`config.mk`:
```
export PLATFORM = sky130hd
export DESIGN_NAME = csr_row_sequencer
export DESIGN_NICKNAME = d
export VERILOG_FILES = /design/src/rtl/csr_row_sequencer.sv
export SDC_FILE = /design/constraint.sdc
export NUM_CORES = 1
export LEC_CHECK = 0
export CAP_MARGIN = 10
export CORE_ASPECT_RATIO = 1.1
export CORE_MARGIN = 2
export CORE_UTILIZATION = 50
export DETAILED_ROUTE_END_ITERATION = 6
export PLACE_DENSITY = 0.82
export SLEW_MARGIN = 20
export SYNTH_ARGS = -nofsm -noshare
export SYNTH_HDL_FRONTEND = slang
export SYNTH_SLANG_ARGS = --single-unit
```
`constraint.sdc`:
```
create_clock -name clk -period 2.9 [get_ports clk]
set_input_delay 0.435 -clock clk [delete_from_list [all_inputs] [get_ports clk]]
set_output_delay 0.435 -clock clk [all_outputs]
set_load 0.01 [all_outputs]
```
`src/rtl/csr_row_sequencer.sv`:
```
// Row sequencer for CSR sparse-matrix x dense-vector: walks row pointers and non-zeros,
// issuing one first/last-flagged beat per non-zero (one empty beat per empty row).
module csr_row_sequencer #(
    parameter int N_ROWS = 560,
    parameter int ROW_AW = 10,
    parameter int NNZ_AW = 14,
    parameter int COL_W  = 10
) (
    input  logic              clk,
    input  logic              rst,
    input  logic              start,
    output logic              busy,
    output logic              done,
    output logic              err,
    output logic [ROW_AW-1:0] row_addr,
    input  logic [31:0]       row_ptr,
    output logic [NNZ_AW-1:0] nz_addr,
    input  logic [31:0]       nz_val,
    input  logic [31:0]       nz_col,
    output logic              iss_valid,
    input  logic              iss_ready,
    output logic [31:0]       iss_val,
    output logic [COL_W-1:0]  iss_col,
    output logic [ROW_AW-1:0] iss_row,
    output logic              iss_first,
    output logic              iss_last,
    output logic              iss_empty
);

    typedef enum logic [3:0] {
        S_IDLE,
        S_P0A,
        S_P0C,
        S_PNA,
        S_PNC,
        S_NA,
        S_NC,
        S_ISS,
        S_EMP,
        S_ADV,
        S_DONE
    } state_t;

    localparam logic [ROW_AW-1:0] LAST_ROW = ROW_AW'(N_ROWS - 1);
    localparam logic [ROW_AW-1:0] ROW_ONE  = ROW_AW'(1);
    localparam logic [ROW_AW-1:0] ROW_TWO  = ROW_AW'(2);
    localparam logic [NNZ_AW-1:0] NNZ_ONE  = NNZ_AW'(1);

    state_t             state_q, state_d;
    logic [ROW_AW-1:0]  row_q, row_d;
    logic [ROW_AW-1:0]  row_addr_q, row_addr_d;
    logic [NNZ_AW-1:0]  nz_addr_q, nz_addr_d;
    logic [31:0]        sptr_q, sptr_d;
    logic [31:0]        eptr_q, eptr_d;
    logic [31:0]        idx_q, idx_d;
    logic               busy_q, busy_d;
    logic               done_q, done_d;
    logic               err_q, err_d;
    logic               valid_q, valid_d;
    logic [31:0]        val_q, val_d;
    logic [COL_W-1:0]   col_q, col_d;
    logic               first_q, first_d;
    logic               last_q, last_d;
    logic               empty_q, empty_d;
    logic               hs;
    logic               unused_col_hi;

    // Only the low COL_W bits of the column RAM word address the vector.
    assign unused_col_hi = ^nz_col[31:COL_W];

    assign hs = valid_q & iss_ready;

    always_ff @(posedge clk or negedge rst) begin
        if (!rst) begin
            state_q    <= S_IDLE;
            row_q      <= '0;
            row_addr_q <= '0;
            nz_addr_q  <= '0;
            sptr_q     <= '0;
            eptr_q     <= '0;
            idx_q      <= '0;
            busy_q     <= 1'b0;
            done_q     <= 1'b0;
            err_q      <= 1'b0;
            valid_q    <= 1'b0;
            val_q      <= '0;
            col_q      <= '0;
            first_q    <= 1'b0;
            last_q     <= 1'b0;
            empty_q    <= 1'b0;
        end else begin
            state_q    <= state_d;
            row_q      <= row_d;
            row_addr_q <= row_addr_d;
            nz_addr_q  <= nz_addr_d;
            sptr_q     <= sptr_d;
            eptr_q     <= eptr_d;
            idx_q      <= idx_d;
            busy_q     <= busy_d;
            done_q     <= done_d;
            err_q      <= err_d;
            valid_q    <= valid_d;
            val_q      <= val_d;
            col_q      <= col_d;
            first_q    <= first_d;
            last_q     <= last_d;
            empty_q    <= empty_d;
        end
    end

    always_comb begin
        state_d    = state_q;
        row_d      = row_q;
        row_addr_d = row_addr_q;
        nz_addr_d  = nz_addr_q;
        sptr_d     = sptr_q;
        eptr_d     = eptr_q;
        idx_d      = idx_q;
        err_d      = err_q;
        valid_d    = valid_q;
        val_d      = val_q;
        col_d      = col_q;
        first_d    = first_q;
        last_d     = last_q;
        empty_d    = empty_q;

        case (state_q)
            S_IDLE: begin
                if (start) begin
                    row_d      = '0;
                    row_addr_d = '0;
                    err_d      = 1'b0;
                    state_d    = S_P0A;
                end
            end
            S_P0A: state_d = S_P0C;
            S_P0C: begin
                sptr_d     = row_ptr;
                row_addr_d = row_q + ROW_ONE;
                state_d    = S_PNA;
            end
            S_PNA: state_d = S_PNC;
            S_PNC: begin
                eptr_d = row_ptr;
                // A decreasing pointer is flagged and the row is treated as empty.
                if (row_ptr <= sptr_q) begin
                    if (row_ptr < sptr_q) begin
                        err_d = 1'b1;
                    end
                    valid_d = 1'b1;
                    empty_d = 1'b1;
                    first_d = 1'b1;
                    last_d  = 1'b1;
                    val_d   = '0;
                    col_d   = '0;
                    state_d = S_EMP;
                end else begin
                    nz_addr_d = sptr_q[NNZ_AW-1:0];
                    idx_d     = sptr_q;
                    first_d   = 1'b1;
                    state_d   = S_NA;
                end
            end
            S_NA: state_d = S_NC;
            S_NC: begin
                val_d   = nz_val;
                col_d   = nz_col[COL_W-1:0];
                last_d  = (idx_q + 32'd1 == eptr_q);
                empty_d = 1'b0;
                valid_d = 1'b1;
                state_d = S_ISS;
            end
            S_ISS: begin
                if (hs) begin
                    valid_d = 1'b0;
                    if (last_q) begin
                        state_d = S_ADV;
                    end else begin
                        idx_d     = idx_q + 32'd1;
                        nz_addr_d = nz_addr_q + NNZ_ONE;
                        first_d   = 1'b0;
                        state_d   = S_NA;
                    end
                end
            end
            S_EMP: begin
                if (hs) begin
                    valid_d = 1'b0;
                    empty_d = 1'b0;
                    state_d = S_ADV;
                end
            end
            S_ADV: begin
                if (row_q == LAST_ROW) begin
                    state_d = S_DONE;
                end else begin
                    // The end pointer of this row is the start of the next; no re-read.
                    row_d      = row_q + ROW_ONE;
                    sptr_d     = eptr_q;
                    row_addr_d = row_q + ROW_TWO;
                    state_d    = S_PNA;
                end
            end
            S_DONE: state_d = S_IDLE;
            default: state_d = S_IDLE;
        endcase

        busy_d = (state_d != S_IDLE);
        done_d = (state_d == S_DONE);
    end

    assign busy      = busy_q;
    assign done      = done_q;
    assign err       = err_q;
    assign row_addr  = row_addr_q;
    assign nz_addr   = nz_addr_q;
    assign iss_valid = valid_q;
    assign iss_val   = val_q;
    assign iss_col   = col_q;
    assign iss_row   = row_q;
    assign iss_first = first_q;
    assign iss_last  = last_q;
    assign iss_empty = empty_q;

endmodule
```
### Word level (Yosys, flattened, before mapping)

Index checks and enable logic that the tools add are counted.

* flip-flop bits (word level): 183
* input port bits: 100
* output and inout port bits: 83

* $add $sub $neg: 4
* $lt $le $gt $ge: 2
* equality and inequality tests: 21
* mux-type cells: 38
* bitwise logic cells: 1
* reduce and logical (&&, ||, !) cells: 20

Operators by type and width (number)
* $pmux 32 s2: 3
* $mux 32: 5
* $mux 14: 3
* $mux 10: 4
* $pmux 10 s2: 2
* $pmux 4 s10: 1
* $add 32x1->32 const B: 1
* $eq 32x32->1: 1
* $le 32x32->1: 1
* $lt 32x32->1: 1
* $pmux 10 s3: 1
* $pmux 14 s2: 1
* $mux 4: 6
* $eq 4x3->1 const B: 4
* $ne 2x2->1 const B: 8
* $reduce_and 3->1: 5
* $add 14x1->14 const B: 1
* $eq 4x4->1 const B: 3
* $add 10x1->10 const B: 1
* $add 10x2->10 const B: 1
* $eq 10x10->1 const B: 1
* $reduce_bool 2->1: 5
* $reduce_bool 3->1: 3
* $eq 4x2->1 const B: 2
* other kinds (11): 22

### Logic depth before layout (Yosys ltp)

Gate-level depths: netlist (run 1).

* depth after elaboration: 4
* gate-level depth with buffers: 11
* depth with buffers taken out: 9

### Worst setup path before layout (run 1)

Ideal clock, no wire load.

* path kind: input-to-reg
* from: input port row_ptr[29]
* to: register busy_q (netlist: busy)
* setup time: 0.139 ns
* arrival time: 2.546 ns
* data required time: 2.761 ns
* setup slack: 0.216 ns
* stages on the path: 8
* buffers on the path: 1
* cell sequence: ha_1 nand4_2 or4_4 nor3_1 a22o_1 buf_6 o21ai_2 or4_1

* longest elaborated chain between the ends: 4

RTL lines
* start: declaration: RTL line 16 `input logic [31:0] row_ptr,`
* $le 32x32->1: RTL line 146 `if (row_ptr <= sptr_q) begin`
* $mux 4: RTL line 146
* $pmux 4 s10: RTL line 127 `case (state_q)`
* via state_d[3]: RTL line 49 `state_t state_q, state_d;`
* $reduce_bool 4->1: RTL line 208 `busy_d = (state_d != S_IDLE);`
* via busy_d: RTL line 56 `logic busy_q, busy_d;`
* end signal: assignment: RTL line 99 `busy_q <= busy_d;`
* end: declaration: RTL line 56

The timed path passes the listed nets, and every way through them passes these cells.
A chain may end at the register's enable or synchronous reset.

### Worst setup path after layout (run 1)

Ends and elaborated chain as after synthesis.

==> flow_metrics.py, run 1 <==
metrics = {
    "outcome": {
        "status": "finished, final reports clean",
    },
    "finish": {
        "antenna_cells": 0,
        "fillers": 1642,
        "fin_nets": 1535,
        "area_delta_synth_final_pct": 28.2,
        "postLayoutCoreUtil_pct": 65.4,
        "finalNonFillerCells": 1668,
        "drive_gt1_share_pct": 11.2,
    },
    "power_and_ir_drop": {
        "ir_worst_vdd_mv": 0.553,
        "p_per_area_nw_per_um2": 1080,
        "p_leak_nw": 6.00,
        "p_total_w": 0.0145,
    },
    "worst_setup_path": {
        "slowest_stage": "or4_4",
        "worst_setup_path_end_kind": "flip-flop",
        "cp.arrival_ns": 3.20,
        "start_kind": "input port",
        "r2r-start": "sptr_q[15]",
        "crit_fanout": 8,
        "critical_path.startpoint": "row_ptr[29]",
        "path_delay_family": "simple AND/OR/NAND/NOR gates",
        "crit_chain": "clkdlybuf4s50_1 -> ha_1 -> nand4_2 -> or4_4 -> nor2_4 -> nand2_2 -> a22oi_4 -> buf_12 -> o21ai_1 -> or4_1",
        "cp_num_buf_inv": 2,
        "slowest_delay_ns": 0.61,
        "path_class": "in2reg",
        "required_ns": 3.21,
    },
    "hold_path": {
        "hold_path_class": "reg2reg",
        "hold_start": "iss_first",
    },
    "clocking": {
        "clk_pin_slew_ns": 0.07,
        "clockRootBuffer": "clkbuf_16",
        "cts_tree": "done",
        "clock_sinks": 183,
        "cts_max_level": 4,
        "cts_buffers": 17,
        "clock_latency_ns": 0.45,
        "clock_tree.buffer_depth": 2,
    },
    "synth": {
        "synth.distinct_cells": 76,
        "synthFlopType": "dfrtp_1",
        "synth.most_common_cell": "nand2_1",
        "yosys-top-cells-area": "dfrtp_1 43%, nand2_1 8.4%, ha_1 4.3%",
        "yosys-top-cells-count": "236 x nand2_1, 183 x dfrtp_1, 72 x nor2_1, 66 x nand3_1, 63 x clkbuf_1",
        "synth_warnings": 0,
        "synthArstFlopShare_pct": 100,
        "syn_nets": 1352,
        "yosysSeqAreaShare_pct": 43.4,
        "synth.avg_cell_area_um2": 8.67,
        "postSynthCellCount": 1216,
        "synth_area_um2": 10500,
        "synth_area_leader_cell": "dfrtp_1",
        "synth_top_area_share_pct": 43.4,
        "synth-seq-cells": 183,
        "synth-edff-count": 0,
    },
    "routing": {
        "routed_via_density": 6.19,
        "wl_per_cell_um": 18.8,
        "drc_errors": 0,
        "drtIter0Drc": 1033,
        "drtAntennaViolNets": 0,
        "num_vias": 10300,
        "wirelength_mm": 31.4,
        "first_pass_iters": 7,
    },
    "timing": {
        "setup_ws_ns": 0.00380,
        "rsz0062_at_grt": "true",
        "drv_slew": 0,
        "max-slew-margin-rel_pct": 53.1,
        "setup_violations": 0,
        "finalSetupTns_ns": 0,
        "min_period_ns": 2.90,
        "max_freq_mhz": 345,
        "period_share_pct": 99.9,
        "skew_ns": 0.0125,
        "worstMarginPinSlew_ns": 0.702,
        "hold_viol": 0,
    },
    "floorplanning": {
        "start_util_pct": 51.1,
        "num_rows": 55,
        "die_w_um": 142,
        "dieArea_um2": 22300,
        "coreArea_um2": 20600,
        "ios": 183,
        "die_h_um": 156,
    },
    "placed_design": {
        "place_hpwl_mm": 21.1,
        "place.gp.congestion": 0.950,
        "placed_cells": 1634,
        "io_buffers": 160,
        "dp_slack_ns": -0.595,
    },
    "global_routing": {
        "grt_pass1_vias": 9743,
        "grt_pass1_wl_mm": 50.5,
        "gr-total-overflow": 0,
        "antenna_found_initial": 0,
        "grt_start_max_net_pins": 71,
        "grt.total_usage_pct": 28.5,
    },
    "flow_run": {
        "max_cap_viol_count": 0,
    },
}
==> report_power, final <==
| group | switching (W) | leakage (nW) | internal [W] |
|---|---|---|---|
| sequential | 0.00128 | 2.20 | 0.00367 |
| combinational | 0.00383 | 3.52 | 0.00340 |
| clock | 0.00120 | 0.290 | 0.00116 |
| total | 0.00631 | 6.00 | 0.00823 |
==> per-layer routing <==
metal / vias up / track usage [%] / wire length, um
li1: 4759 / - / -
met1: 4968 / 37.4 / 12700
met2: 507 / 47.0 / 15200
met3: 88 / 4.77 / 2350
met4: 0 / 12.1 / 1120
met5: - / 0 / 0
==> worst paths after layout <==
path	end	slack (ns)	cells past startpoint
max	busy	0.004	10
min	iss_first	0.49	2
max reg2reg	busy	0.05	11
min reg2reg	iss_first	0.49	2
max in group asynchronous	idx_q[15]	1.60	3
min in group asynchronous	row_addr[8]	0.51	2
==> flip-flops by register name, indices dropped and copies added, names as in the netlist, 4 cells and up <==
signal,cells
eptr_q,32
idx_q,32
iss_col,10
iss_row,10
iss_val,32
nz_addr,14
row_addr,10
sptr_q,32
state_q,4
==> worst reg2reg max path, delay by kind of cell, from the launching register on <==
family                     cells  cell delay [ns]
AOI/OAI and AO/OA              2             0.31
buffers and inverters          4             0.63
DFF                            1             0.39
and+or+nand+nor                4             1.09
adders and majority gates      1             0.30
==> logic make-up (layout without fill, tap and decap cells) <==
kind of cell | Yosys count | in the layout | share of synthesized area (%)
adder cells (fa/ha/maj) | 36 | 36 | 4.27
AO/OA/AOI/OAI | 307 | 307 | 20.4
multiplexers | 2 | 2 | 0.190
flip-flops | 183 | 183 | 43.4
AND/OR/NAND/NOR | 515 | 516 | 22.9
XOR/XNOR | 44 | 44 | 3.66
buffers and inverters | 129 | 324 | 5.16
==> layout make-up <==
class	count	area (um2)	area share, %
Clock buffer	17	425	3.15
Multi-Input combinational cell	905	5480	40.6
Tap cell	256	320	2.37
Inverter	38	143	1.06
Timing Repair Buffer	254	2390	17.7
Sequential cell	183	4580	33.9
Clock inverter	15	178	1.32
==> layout by cell type (no fill, tap or decap), types with 17 or more instances in the layout <==
master | synthesis | layout
nand2_1 | 236 | 235
dfrtp_1 | 183 | 183
clkdlybuf4s50_1 | 0 | 159
buf_4 | 2 | 87
nor2_1 | 72 | 72
nand3_1 | 66 | 65
a21oi_1 | 62 | 62
o21ai_0 | 52 | 52
a22o_1 | 44 | 43
inv_1 | 38 | 38
nor3_1 | 38 | 36
ha_1 | 36 | 36
a31oi_1 | 35 | 35
xnor2_1 | 26 | 26
nand4_1 | 24 | 24
o221ai_1 | 22 | 22
xor2_1 | 18 | 18
clkbuf_16 | 0 | 17
==> metrics by stage <==
stage | hold slack (ns) | area (um2)
floorplan | 0.139 | 10500
global placement | 0.425 | 12800
detailed placement | 0.433 | 12800
CTS | 0.490 | 13500
global route | 0.513 | 13500
finish | 0.485 | 13500
==> timing repair <==
action | CTS | global route
hold buffers | 1 | 0
gates cloned | 1 | 0
hold endpoints to repair | 51 | 0
setup endpoints to repair | 33 | 4
pin swaps | 0 | 1
resized for setup | 4 | 2
buffers inserted | 0 | 0
Note: power is estimated with default switching activity, not from simulation.
==> run 2: changes to the inputs <==
- CORE_ASPECT_RATIO: 1.1 -> 0.5
==> flow_metrics.py, run 2 (synthesis gave the netlist of run 1 again) <==
metrics = {
    "outcome": {
        "status": "finished with violations",
        "violations": "negative hold slack",
    },
    "routing": {
        "drtIter0Drc": 1286,
        "wirelength_mm": 33.2,
        "drc_errors": 0,
        "wl_per_cell_um": 19.4,
        "num_vias": 10600,
        "first_pass_iters": 7,
        "routed_via_density": 6.18,
        "drtAntennaViolNets": 0,
    },
    "hold_path": {
        "hold_path_class": "in2async",
    },
    "finish": {
        "area_delta_synth_final_pct": 32.3,
        "final_cell_mix": "235 x nand2_1, 183 x dfrtp_1, 151 x clkdlybuf4s50_1",
        "drive_gt1_share_pct": 13.7,
        "antenna_cells": 0,
        "fillers": 1579,
        "fin_nets": 1557,
        "finalNonFillerCells": 1707,
        "layout_commonest_cell": "nand2_1",
    },
    "clocking": {
        "cts_tree": "done",
        "cts_buffers": 17,
        "clock_sinks": 183,
        "clockRootBuffer": "clkbuf_16",
        "clock_latency_ns": 0.46,
        "clk_pin_slew_ns": 0.07,
        "hold_buffers": 0,
        "cts_max_level": 4,
        "clock_tree.buffer_depth": 2,
    },
    "placed_design": {
        "place.gp.congestion": 1.00,
        "placed_cells": 1669,
        "place_hpwl_mm": 23.5,
        "io_buffers": 160,
    },
    "timing": {
        "period_share_pct": 97.9,
        "setup_violations": 0,
        "rsz0062_at_grt": "true",
        "max_freq_mhz": 352,
        "worstMarginPinSlew_ns": 0.683,
        "drv_slew": 0,
        "hold_viol": 18,
        "finalSetupTns_ns": 0,
        "hold_slack_ns": -0.0267,
        "skew_ns": 0.0111,
        "min_period_ns": 2.84,
        "max-slew-margin-rel_pct": 54.5,
    },
    "floorplanning": {
        "ios": 183,
        "dieArea_um2": 22300,
        "num_rows": 37,
        "start_util_pct": 51.2,
        "die_h_um": 107,
        "coreArea_um2": 20600,
        "die_w_um": 209,
    },
    "global_routing": {
        "grt_pass1_vias": 9636,
        "grt_start_max_net_pins": 70,
        "grt.total_usage_pct": 30.0,
        "antenna_found_initial": 1,
        "gr-total-overflow": 0,
        "grt_pass1_wl_mm": 52.5,
    },
    "worst_setup_path": {
        "path_class": "in2reg",
        "r2r-start": "sptr_q[20]",
        "critical_path.startpoint": "row_ptr[25]",
        "crit_chain": "clkdlybuf4s50_1 -> ha_4 -> nand2_1 -> or4_4 -> o2111ai_4 -> buf_6 -> a22oi_4 -> buf_12 -> nor2_4 -> clkbuf_16 -> o221ai_2",
        "cp.arrival_ns": 3.17,
        "required_ns": 3.23,
        "slowest_stage": "or4_4",
        "crit_fanout": 7,
        "worst_setup_path_end_kind": "flip-flop",
        "slowest_delay_ns": 0.59,
        "start_kind": "input port",
    },
    "power_and_ir_drop": {
        "p_per_area_nw_per_um2": 1080,
        "ir_worst_vdd_mv": 0.448,
        "p_leak_nw": 6.22,
    },
    "flow_run": {
        "max_cap_viol_count": 0,
    },
}
## run 2: per-stage QoR
step                utilization [%]  setup WS (ns)  hold slack (ns)  cell area [um2]  power [W]
floorplan                         -          0.216            0.139            10500    0.00912
global placement               63.2         -0.481            0.464            13000     0.0119
detailed placement             63.2         -0.583            0.464            13000     0.0122
CTS                            66.4        0.00571          0.00690            13700     0.0148
global route                   67.7        -0.0286           0.0291            13900     0.0161
finish                         67.7         0.0597          -0.0267            13900     0.0151
## run 2: worst max-delay path: cells and delay by family
| family | cells | cell delay, ns |
|---|---|---|
| compound gates | 3 | 0.43 |
| simple gates | 3 | 0.97 |
| buf+inv | 4 | 1.02 |
| fa+ha+maj | 1 | 0.31 |
## run 2: where the power goes
part / leakage, nW / switching, W / internal [W]
registers: 2.20 / 0.00123 / 0.00367
logic: 3.71 / 0.00407 / 0.00358
clock network: 0.307 / 0.00105 / 0.00152
## run 2: what timing repair did
| item | 4_1_cts | 5_1_grt |
|---|---|---|
| gates cloned | 0 | 1 |
| endpoints found under the setup margin | 6 | 81 |
| buffers inserted | 0 | 5 |
| pin swaps | 1 | 16 |
| resized for setup | 1 | 33 |
## run 2: worst paths after layout
check,depth (start not counted),to,slack (ns)
worst min register to register,2,row_addr[5],0.48
worst max-delay path,11,idx_q[18],0.06
worst max register to register,11,idx_q[18],0.07
max in group asynchronous,2,state_q[3],2.16
min in group clk,3,eptr_q[28],0.26
worst min-delay path,1,row_addr[1],-0.03
## run 2: layer usage
layer | share of wire, % | up-vias | global-route usage, %
li1 | - | 4805 | -
met1 | 42 | 5146 | 42.2
met2 | 45 | 546 | 47.0
met3 | 11 | 54 | 7.06
met4 | 1.5 | 2 | 7.45
met5 | 0.030 | - | 0
## run 2: final cells by class
type | count | area [um2] | area share, %
Clock buffer | 22 | 474 | 3.40
Clock inverter | 10 | 166 | 1.19
Inverter | 38 | 143 | 1.02
Multi-Input combinational cell | 904 | 5610 | 40.3
Sequential cell | 183 | 4580 | 32.8
Tap cell | 273 | 342 | 2.45
Timing Repair Buffer | 277 | 2620 | 18.8
==> run 3: changes to the inputs <==
- ABC_AREA: default -> 1
- CTS_BUF_LIST: default -> sky130_fd_sc_hd__clkbuf_2 sky130_fd_sc_hd__clkbuf_4 sky130_fd_sc_hd__clkbuf_8
==> flow_metrics.py, run 3 <==
metrics = {
    "worst_setup_path": {
        "reg2reg_slack_ns": 0.40,
        "worst_setup_path_end_kind": "flip-flop",
        "cp.arrival_ns": 2.91,
        "cp_num_buf_inv": 0,
        "slowest_stage": "dfrtp_1",
        "required_ns": 3.31,
        "path_class": "reg2reg",
        "start_kind": "flip-flop",
        "slowest_delay_ns": 0.43,
        "crit_top_cell": "nand2_1",
        "crit_chain": "ha_1 -> nand2_1 -> nor2_2 -> nand2_1 -> nor2_4 -> nand2_1 -> nand2_1 -> nand2_1 -> nand2_1 -> nand2_1 -> nor2_1 -> nand2_1 -> nor2_1 -> nand3_1 -> a21oi_2",
        "path_delay_family": "simple AND/OR/NAND/NOR gates",
        "crit_fanout": 8,
    },
    "floorplanning": {
        "start_util_pct": 51.4,
        "dieArea_um2": 22600,
        "coreArea_um2": 20700,
        "die_w_um": 211,
        "num_rows": 37,
        "ios": 183,
        "die_h_um": 107,
    },
    "synth": {
        "synth-edff-count": 0,
        "synth.distinct_cells": 45,
        "yosys-top-cells-area": "dfrtp_1 43%, nand2_1 20%, o21ai_0 7.1%",
        "synth.avg_cell_area_um2": 7.26,
        "synth_area_leader_cell": "dfrtp_1",
        "synth-seq-cells": 183,
        "synth_area_um2": 10700,
        "synth_warnings": 0,
        "synth.most_common_cell": "nand2_1",
        "synthFlopType": "dfrtp_1",
        "yosysSeqAreaShare_pct": 42.9,
        "synth_top_area_share_pct": 42.9,
        "syn_nets": 1605,
        "synthArstFlopShare_pct": 100,
        "yosys-top-cells-count": "559 x nand2_1, 183 x dfrtp_1, 152 x o21ai_0, 142 x inv_1, 93 x nand3_1",
        "postSynthCellCount": 1469,
    },
    "routing": {
        "first_pass_iters": 5,
        "route.met2.wl_mm": 13.5,
        "wl_met1_mm": 12.5,
        "drc_errors": 0,
        "drtAntennaViolNets": 0,
        "routed_via_density": 5.41,
        "num_vias": 10400,
        "wl_per_cell_um": 15.1,
        "met3_length_mm": 2.44,
        "wirelength_mm": 28.9,
        "drtIter0Drc": 855,
        "maxUsedRoutingLayer": "met4",
    },
    "timing": {
        "max_freq_mhz": 400,
        "worstMarginPinSlew_ns": 0.654,
        "max-slew-margin-rel_pct": 56.3,
        "period_share_pct": 86.3,
        "min_period_ns": 2.50,
        "rsz0062_at_grt": "false",
        "setup_violations": 0,
        "setup_ws_ns": 0.397,
        "hold_viol": 0,
        "drv_slew": 0,
        "skew_ns": 0.0131,
    },
    "global_routing": {
        "grt_start_max_net_pins": 62,
        "grt_pass1_wl_mm": 48.5,
        "grt.total_usage_pct": 26.8,
        "gr-total-overflow": 0,
        "grt_pass1_vias": 10100,
        "antenna_found_initial": 1,
    },
    "clocking": {
        "cts_buffers": 17,
        "cts_resized": 0,
        "clockRootBuffer": "clkbuf_8",
        "clk_pin_slew_ns": 0.09,
        "clock_latency_ns": 0.48,
        "cts_tree": "done",
        "clock_tree.buffer_depth": 2,
        "cts_max_level": 4,
        "clock_sinks": 183,
    },
    "finish": {
        "multi_input_area_um2": 5300,
        "regArea_um2": 4580,
        "layout_commonest_cell": "nand2_1",
        "fillers": 1778,
        "drive_gt1_share_pct": 6.45,
        "fin_nets": 1767,
        "final_cell_mix": "558 x nand2_1, 183 x dfrtp_1, 159 x clkdlybuf4s50_1",
        "postLayoutCoreUtil_pct": 63.2,
        "fin_area_um2": 13100,
        "finalNonFillerCells": 1918,
        "area_delta_synth_final_pct": 22.8,
    },
    "power_and_ir_drop": {
        "clockPowerShare_pct": 14.6,
        "p_per_area_nw_per_um2": 948,
        "ir_worst_vdd_mv": 0.552,
        "p_int_w": 0.00698,
        "combPwrFrac_pct": 48.7,
        "p_leak_nw": 6.20,
        "p_sw_share_pct": 43.7,
        "p_total_w": 0.0124,
        "seq_power_share_pct": 36.7,
        "power_switching_w": 0.00543,
    },
    "placed_design": {
        "placed_cells": 1884,
        "io_buffers": 160,
        "dp_slack_ns": -0.0245,
        "place_hpwl_mm": 21.3,
        "place_area_um2": 12700,
        "place.gp.congestion": 0.983,
    },
    "flow_run": {
        "max_cap_viol_count": 0,
    },
    "outcome": {
        "status": "finished, final reports clean",
    },
    "hold_path": {
        "hold_path_class": "reg2reg",
    },
}
run 3: cell types whose count changed after synthesis, sizes merged, moves of 18 or more:
| cell | before | now |
|---|---|---|
| nand2 | 238 | 570 |
| inv | 38 | 149 |
| o21ai | 58 | 159 |
| a22o | 44 | 0 |
| clkbuf | 67 | 25 |
| a21oi | 63 | 29 |
| a31oi | 35 | 2 |
| nor3 | 39 | 7 |
| o211ai | 2 | 34 |
| nor2 | 74 | 104 |
| nand3 | 66 | 94 |
| o221ai | 22 | 1 |
| xnor2 | 26 | 5 |
| nand4 | 26 | 8 |
run 3: metal layers:
metal,vias to the layer above,track usage (%)
li1,5034,-
met1,4912,34.9
met2,392,44.7
met3,37,6.33
met4,0,8.05
met5,-,0
run 3: area by class of cell:
cell class              count  area share [%]
diodes                      1          0.0191
clock buffers              19            2.00
clock inverters            13            1.10
inverters                 151            4.33
multi-input cells        1087            40.5
flip-flops and latches    183            35.0
well taps                 273            2.61
repair buffers            191            14.5
run 3: cell families (layout without fill, tap and decap cells):
logic type                 Yosys count  after routing  synth area share (%)
AOI/OAI and AO/OA                  239            239                  12.6
adders and majority gates           36             36                  4.22
xor gates and xnor gates            22             22                  1.81
other                                0              1                     0
DFF                                183            183                  42.9
buffers and inverters              199            374                  7.49
and+or+nand+nor                    790            790                  31.0
run 3: worst paths after layout:
| check | from | to | cells after the start |
|---|---|---|---|
| max in group asynchronous | rst | sptr_q[31] | 3 |
| min | iss_col[9] | iss_col[9] | 2 |
| min reg2reg | iss_col[9] | iss_col[9] | 2 |
| max | idx_q[0] | iss_last | 15 |
| min in group asynchronous | rst | iss_val[0] | 2 |
| max reg2reg | idx_q[0] | iss_last | 15 |
run 3: timing repair:
| action | 4_1_cts | 5_1_grt |
|---|---|---|
| hold endpoints to repair | 57 | 0 |
| buffers inserted | 0 | 0 |
| hold buffers | 1 | 0 |
run 3: worst register-to-register path: cells and delay by family (launching register included):
kind / cells / cell delay [ns]
AO/OA/AOI/OAI: 1 / 0.15
AND/OR/NAND/NOR: 13 / 1.60
adder cells (fa/ha/maj): 1 / 0.27
flip-flops: 1 / 0.43
run 3: through the flow:
stage               hold WS, ns  TNS (ns)
floorplan                 0.139         0
global placement          0.456     -1.01
detailed placement        0.456    -0.328
CTS                       0.456         0
global route              0.477         0
finish                    0.480         0
run 3: power groups by stage:
stage          sequential [W]  combinational, W  clock [W]
3_3_place_gp          0.00452           0.00575          0
4_1_cts               0.00454           0.00604    0.00185
5_1_grt               0.00470           0.00684    0.00195
3_5_place_dp          0.00457           0.00601          0
2_1_floorplan         0.00460           0.00361          0
6_report              0.00456           0.00604    0.00181
==> edit 1, RTL diff (config.mk and constraints of run 3) <==
Register the output `err` once more, with the module's reset; this adds one clock of latency there. The other outputs are not delayed to match.
--- a/src/rtl/csr_row_sequencer.sv
+++ b/src/rtl/csr_row_sequencer.sv
@@ -211,7 +211,13 @@
 
     assign busy      = busy_q;
     assign done      = done_q;
-    assign err       = err_q;
+    always_ff @(posedge clk or negedge rst) begin
+        if (!rst) begin
+            err <= '0;
+        end else begin
+            err <= err_q;
+        end
+    end
     assign row_addr  = row_addr_q;
     assign nz_addr   = nz_addr_q;
     assign iss_valid = valid_q;
Function: no difference found for any inputs over 4 cycles, from zero or initial values and one cycle with rst low; that may be too few to reach the edited logic, so the function may still have changed.
==> edit 1 against run 3 <==
Routed wire length up 1.3%; final cell count up 0.52%; clock skew up 0.0026 ns; power up 1.3%; synthesized cell count about the same; worst setup slack worse by 0.098 ns; sequential cell count up 1; count of clock-buffer cells in the layout up 1; clock power up 6%; area after synthesis up 0.23%; utilization up 0.57 points; final area up 0.91%; critical endpoint is now iss_val[18]; largest cell class unchanged.
==> edit 1: results (changes against run 3) <==
Global route
  • Number of global-route vias before repair: 10252 (was 10094)
  • First-pass GRT wire length: 49.2 mm (was 48.5 mm)
  • GR Layer Usage met3: 0.0607 (was 0.0633)
  • Largest net degree at the start of global routing: 65 (was 62)
  • Met1 Use GR: 0.356 (was 0.349)
  • Met2 usage: 0.448 (was 0.447)

Critical path
  • WP data arrival: 2.99 ns (was 2.91 ns)
  • Slowest stage delay, CP: 0.37 ns (was 0.43 ns)

Routing
  • DR WL met2: 13.7 mm (was 13.5 mm)
  • Metal3 WL: 2.32 mm (was 2.44 mm)
  • DRT Wirelength: 29.3 mm (was 28.9 mm)
  • WL per Instance: 15.2 um (was 15.1 um)
  • Post-DR vias/cell: 5.40 (was 5.41)

Pwr
  • Clock share of power: 0.153 (was 0.146)
  • Peak supply drop: 551 uV (was 552 uV)
  • Power, Total: 12600 uW (was 12400 uW)
  • Comb pwr share: 0.483 (was 0.487)
  • Lkg Pwr: 0.00627 uW (was 0.00620 uW)

Placement
  • Post-DP Area: 0.0128 sq mm (was 0.0127 sq mm)
  • Pre-CTS setup slack: -0.145 ns (was -0.0245 ns)
  • Gpl congestion: 0.975 (was 0.983)
  • Inst Count DP: 1894 (was 1884)
  • Detail Placement HPWL: 21.2 mm (was 21.3 mm)

Synth
  • Top cells by count, synth: 559 x nand2_1, 184 x dfrtp_1, 152 x o21ai_0 (was 559 x nand2_1, 183 x dfrtp_1, 152 x o21ai_0)
  • Syn Nets: 1606 (was 1605)
  • Synth Area in Adders: 0.0421 (was 0.0422)
  • Post-synthesis sequential area ratio: 0.431 (was 0.429)
  • XOR/XNOR Fraction of Synth Area: 0.0180 (was 0.0181)
  • Syn Inst Count: 1470 (was 1469)

Finish
  • Layout cells sized above 1: 0.0695 (was 0.0645)
  • Fillers: 1784 (was 1778)

Outcome
  • Status: complete, no violations (unchanged)

STA
  • Max-slew headroom: 0.574 (was 0.563)
## edit 1: what timing repair did
action,CTS,global route
hold endpoints to repair,59,0
resized for setup,0,0
hold buffers,1,0
## edit 1: area by class of cell
| class | instances | area, sq um | share of cell area |
|---|---|---|---|
| clock buffers | 20 | 269 | 0.0204 |
| clock inverters | 12 | 163 | 0.0123 |
| well taps | 273 | 342 | 0.0258 |
| repair buffers | 200 | 1970 | 0.149 |
| flip-flops and latches | 184 | 4600 | 0.348 |
| diodes | 1 | 2.50 | 0.000189 |
| inverters | 151 | 567 | 0.0429 |
| multi-input cells | 1087 | 5300 | 0.401 |
## edit 1: final timing paths
path	startpoint	end	slack, ns	cells past startpoint
hold reg to reg	err_q	err	0.41	0
setup reg to reg	sptr_q[17]	iss_val[18]	0.30	15
hold / removal	err_q	err	0.41	0
min in group asynchronous	rst	iss_val[14]	0.50	2
setup / recovery	sptr_q[17]	iss_val[18]	0.30	15
max in group asynchronous	rst	sptr_q[18]	1.64	3
==> edit 2, RTL diff (settings of run 3) <==
Without the edit above. `NNZ_AW`: 14 -> 13.
--- a/src/rtl/csr_row_sequencer.sv
+++ b/src/rtl/csr_row_sequencer.sv
@@ -3,7 +3,7 @@
 module csr_row_sequencer #(
     parameter int N_ROWS = 560,
     parameter int ROW_AW = 10,
-    parameter int NNZ_AW = 14,
+    parameter int NNZ_AW = 13,
     parameter int COL_W  = 10
 ) (
     input  logic              clk,
Interface: changed (resized nz_addr); port bits go from 183 to 182. No check against the original RTL was run, so the function may have changed too.
==> edit 2 against run 3 <==
Final area shrank 1.1%; clock power shrank 2%; count of clock-buffer cells in the layout grew 2; clock skew shrank 0.00095 ns; power grew 1.2%; global-route usage shrank 0.14 points; final cell count shrank 0.99%; combinational power grew 3%; area after synthesis shrank 1.0%; sequential cell count shrank 1; routed wire length shrank 0.94%; worst setup slack lost 0.048 ns; via count shrank 1.8%; critical path type is now in -> reg; critical endpoint is now idx_q[20]; largest power group unchanged.
==> edit 2: results (changes against run 3) <==
Critical path
  • Max FO, Critical Path: 32 (was 8)
  • Crit path max-delay family: simple AND/OR/NAND/NOR gates (unchanged)
  • Slowest cell on the critical path: clkdlybuf4s50_1 (was dfrtp_1)
  • Slowest stage delay, CP: 0.46 ns (was 0.43 ns)
  • WP data arrival: 2.93 ns (was 2.91 ns)
  • Sum of buffers and inverters on the critical path: 4 (was 0)

Finish
  • Fillers: 1797 (was 1778)
  • Layout cells sized above 1: 0.0646 (was 0.0645)
  • NumNets Final: 1751 (was 1767)
  • # diodes: 0 (was 1)

Clocking
  • Num CTS Buffers: 17 (unchanged)
  • Resized Gates After CTS: 0 (unchanged)
  • CTS H-tree lvls: 4 (unchanged)
  • Post-CTS Setup Inserts: 0 (unchanged)
  • # hold bufs at CTS: 1 (unchanged)
  • Clock slew at reported path FFs: 0.09 ns (about the same)
  • Worst-Skew Late Latency: 0.47 ns
  • Worst-case clock buffer depth: 2 (unchanged)
  • Root buffer cell: clkbuf_8 (unchanged)

STA
  • Worst slew pin tran: 0.710 ns (was 0.654 ns)
  • Skew final: 0.0122 ns (was 0.0131 ns)

Global route
  • Number of global-route vias before repair: 9944 (was 10094)
  • Largest net degree at the start of global routing: 66 (was 62)
  • Initial antenna violation count: 0 (was 1)
  • Global Route Usage Sum: 0.266 (was 0.268)
  • First-pass GRT wire length: 47.8 mm (was 48.5 mm)

Placement
  • Pre-CTS setup slack: -0.0586 ns (was -0.0245 ns)
  • Detail Placement HPWL: 21.2 mm (was 21.3 mm)
  • Post-DP Area: 0.0126 sq mm (was 0.0127 sq mm)
  • Gpl congestion: 0.937 (was 0.983)
  • Port buffer count: 159 (was 160)
  • Inst Count DP: 1868 (was 1884)

Routing
  • Vias after detailed routing: 10188 (was 10375)
  • First-pass detailed-route iteration total: 6 (was 5)
  • Initial DRC count: 714 (was 855)
  • Post-DR vias/cell: 5.36 (was 5.41)
  • DRT Wirelength: 28.6 mm (was 28.9 mm)

Synth
  • Top cells by area, synth: dfrtp_1 43%, nand2_1 20%, o21ai_0 6.9%, inv_1 5.0%, ha_1 4.3% (was dfrtp_1 43%, nand2_1 20%, o21ai_0 7.1%, inv_1 5.0%, nand3_1 4.4%)
  • Post-Syn Area per Cell: 7.27 sq um (was 7.26 sq um)
  • Post-synthesis sequential area ratio: 0.431 (was 0.429)
  • Synth cell types: 42 (was 45)
  • Top cells by count, synth: 558 x nand2_1, 182 x dfrtp_1, 145 x o21ai_0 (was 559 x nand2_1, 183 x dfrtp_1, 152 x o21ai_0)
  • Syn Nets: 1589 (was 1605)

Pwr
  • Peak supply drop: 591 uV (was 552 uV)
  • Lkg Pwr: 0.00620 uW (about the same)

Outcome
  • Status: complete, no violations (unchanged)

Hold path
  • Min-Delay Path Class: reg -> reg (unchanged)
-- edit 2: area by class of cell --
class / instances / share of cell area
multi-input cells: 1074 / 0.403
clock inverters: 9 / 0.00782
repair buffers: 192 / 0.146
inverters: 148 / 0.0430
well taps: 273 / 0.0264
flip-flops and latches: 182 / 0.351
clock buffers: 21 / 0.0223
-- edit 2: path summary, 6_finish.rpt --
path | endpoint | slack (ns) | startpoint | cells after the start
max | idx_q[20] | 0.35 | row_ptr[31] | 16
max reg2reg | sptr_q[13] | 0.36 | iss_row[0] | 9
min reg2reg | iss_val[10] | 0.48 | iss_val[10] | 2
min in group asynchronous | row_addr[4] | 0.49 | rst | 2
min | iss_val[10] | 0.48 | iss_val[10] | 2
max in group asynchronous | sptr_q[20] | 1.58 | rst | 3
-- edit 2: power breakdown --
group	total, uW	internal (uW)	switching [uW]
Combinational	6220	2550	3670
Sequential	4580	3670	905
Clock	1770	843	930
Total	12600	7060	5500
-- edit 2: layer usage --
metal,share of wire,vias to the layer above,global-route usage
met1,0.45,4830,0.355
met5,0,-,0
met3,0.069,46,0.0577
li1,-,4978,-
met2,0.46,334,0.436
met4,0.021,0,0.0881
-- edit 2: metrics by stage --
stage / utilization / hold slack (ns) / power, uW
2_1_floorplan: - / 0.139 / 8340
3_3_place_gp: 0.608 / 0.451 / 10500
3_5_place_dp: 0.608 / 0.458 / 10800
4_1_cts: 0.628 / 0.466 / 12600
5_1_grt: 0.628 / 0.480 / 13600
6_report: 0.628 / 0.475 / 12600
-- edit 2: cells by family after synthesis --
group,Yosys count,synth area share
fa+ha+maj,36,0.0427
mux,1,0.00107
buf+inv,197,0.0747
compound gates,233,0.123
simple gates,780,0.306
xor+xnor,24,0.0212
flops,182,0.431
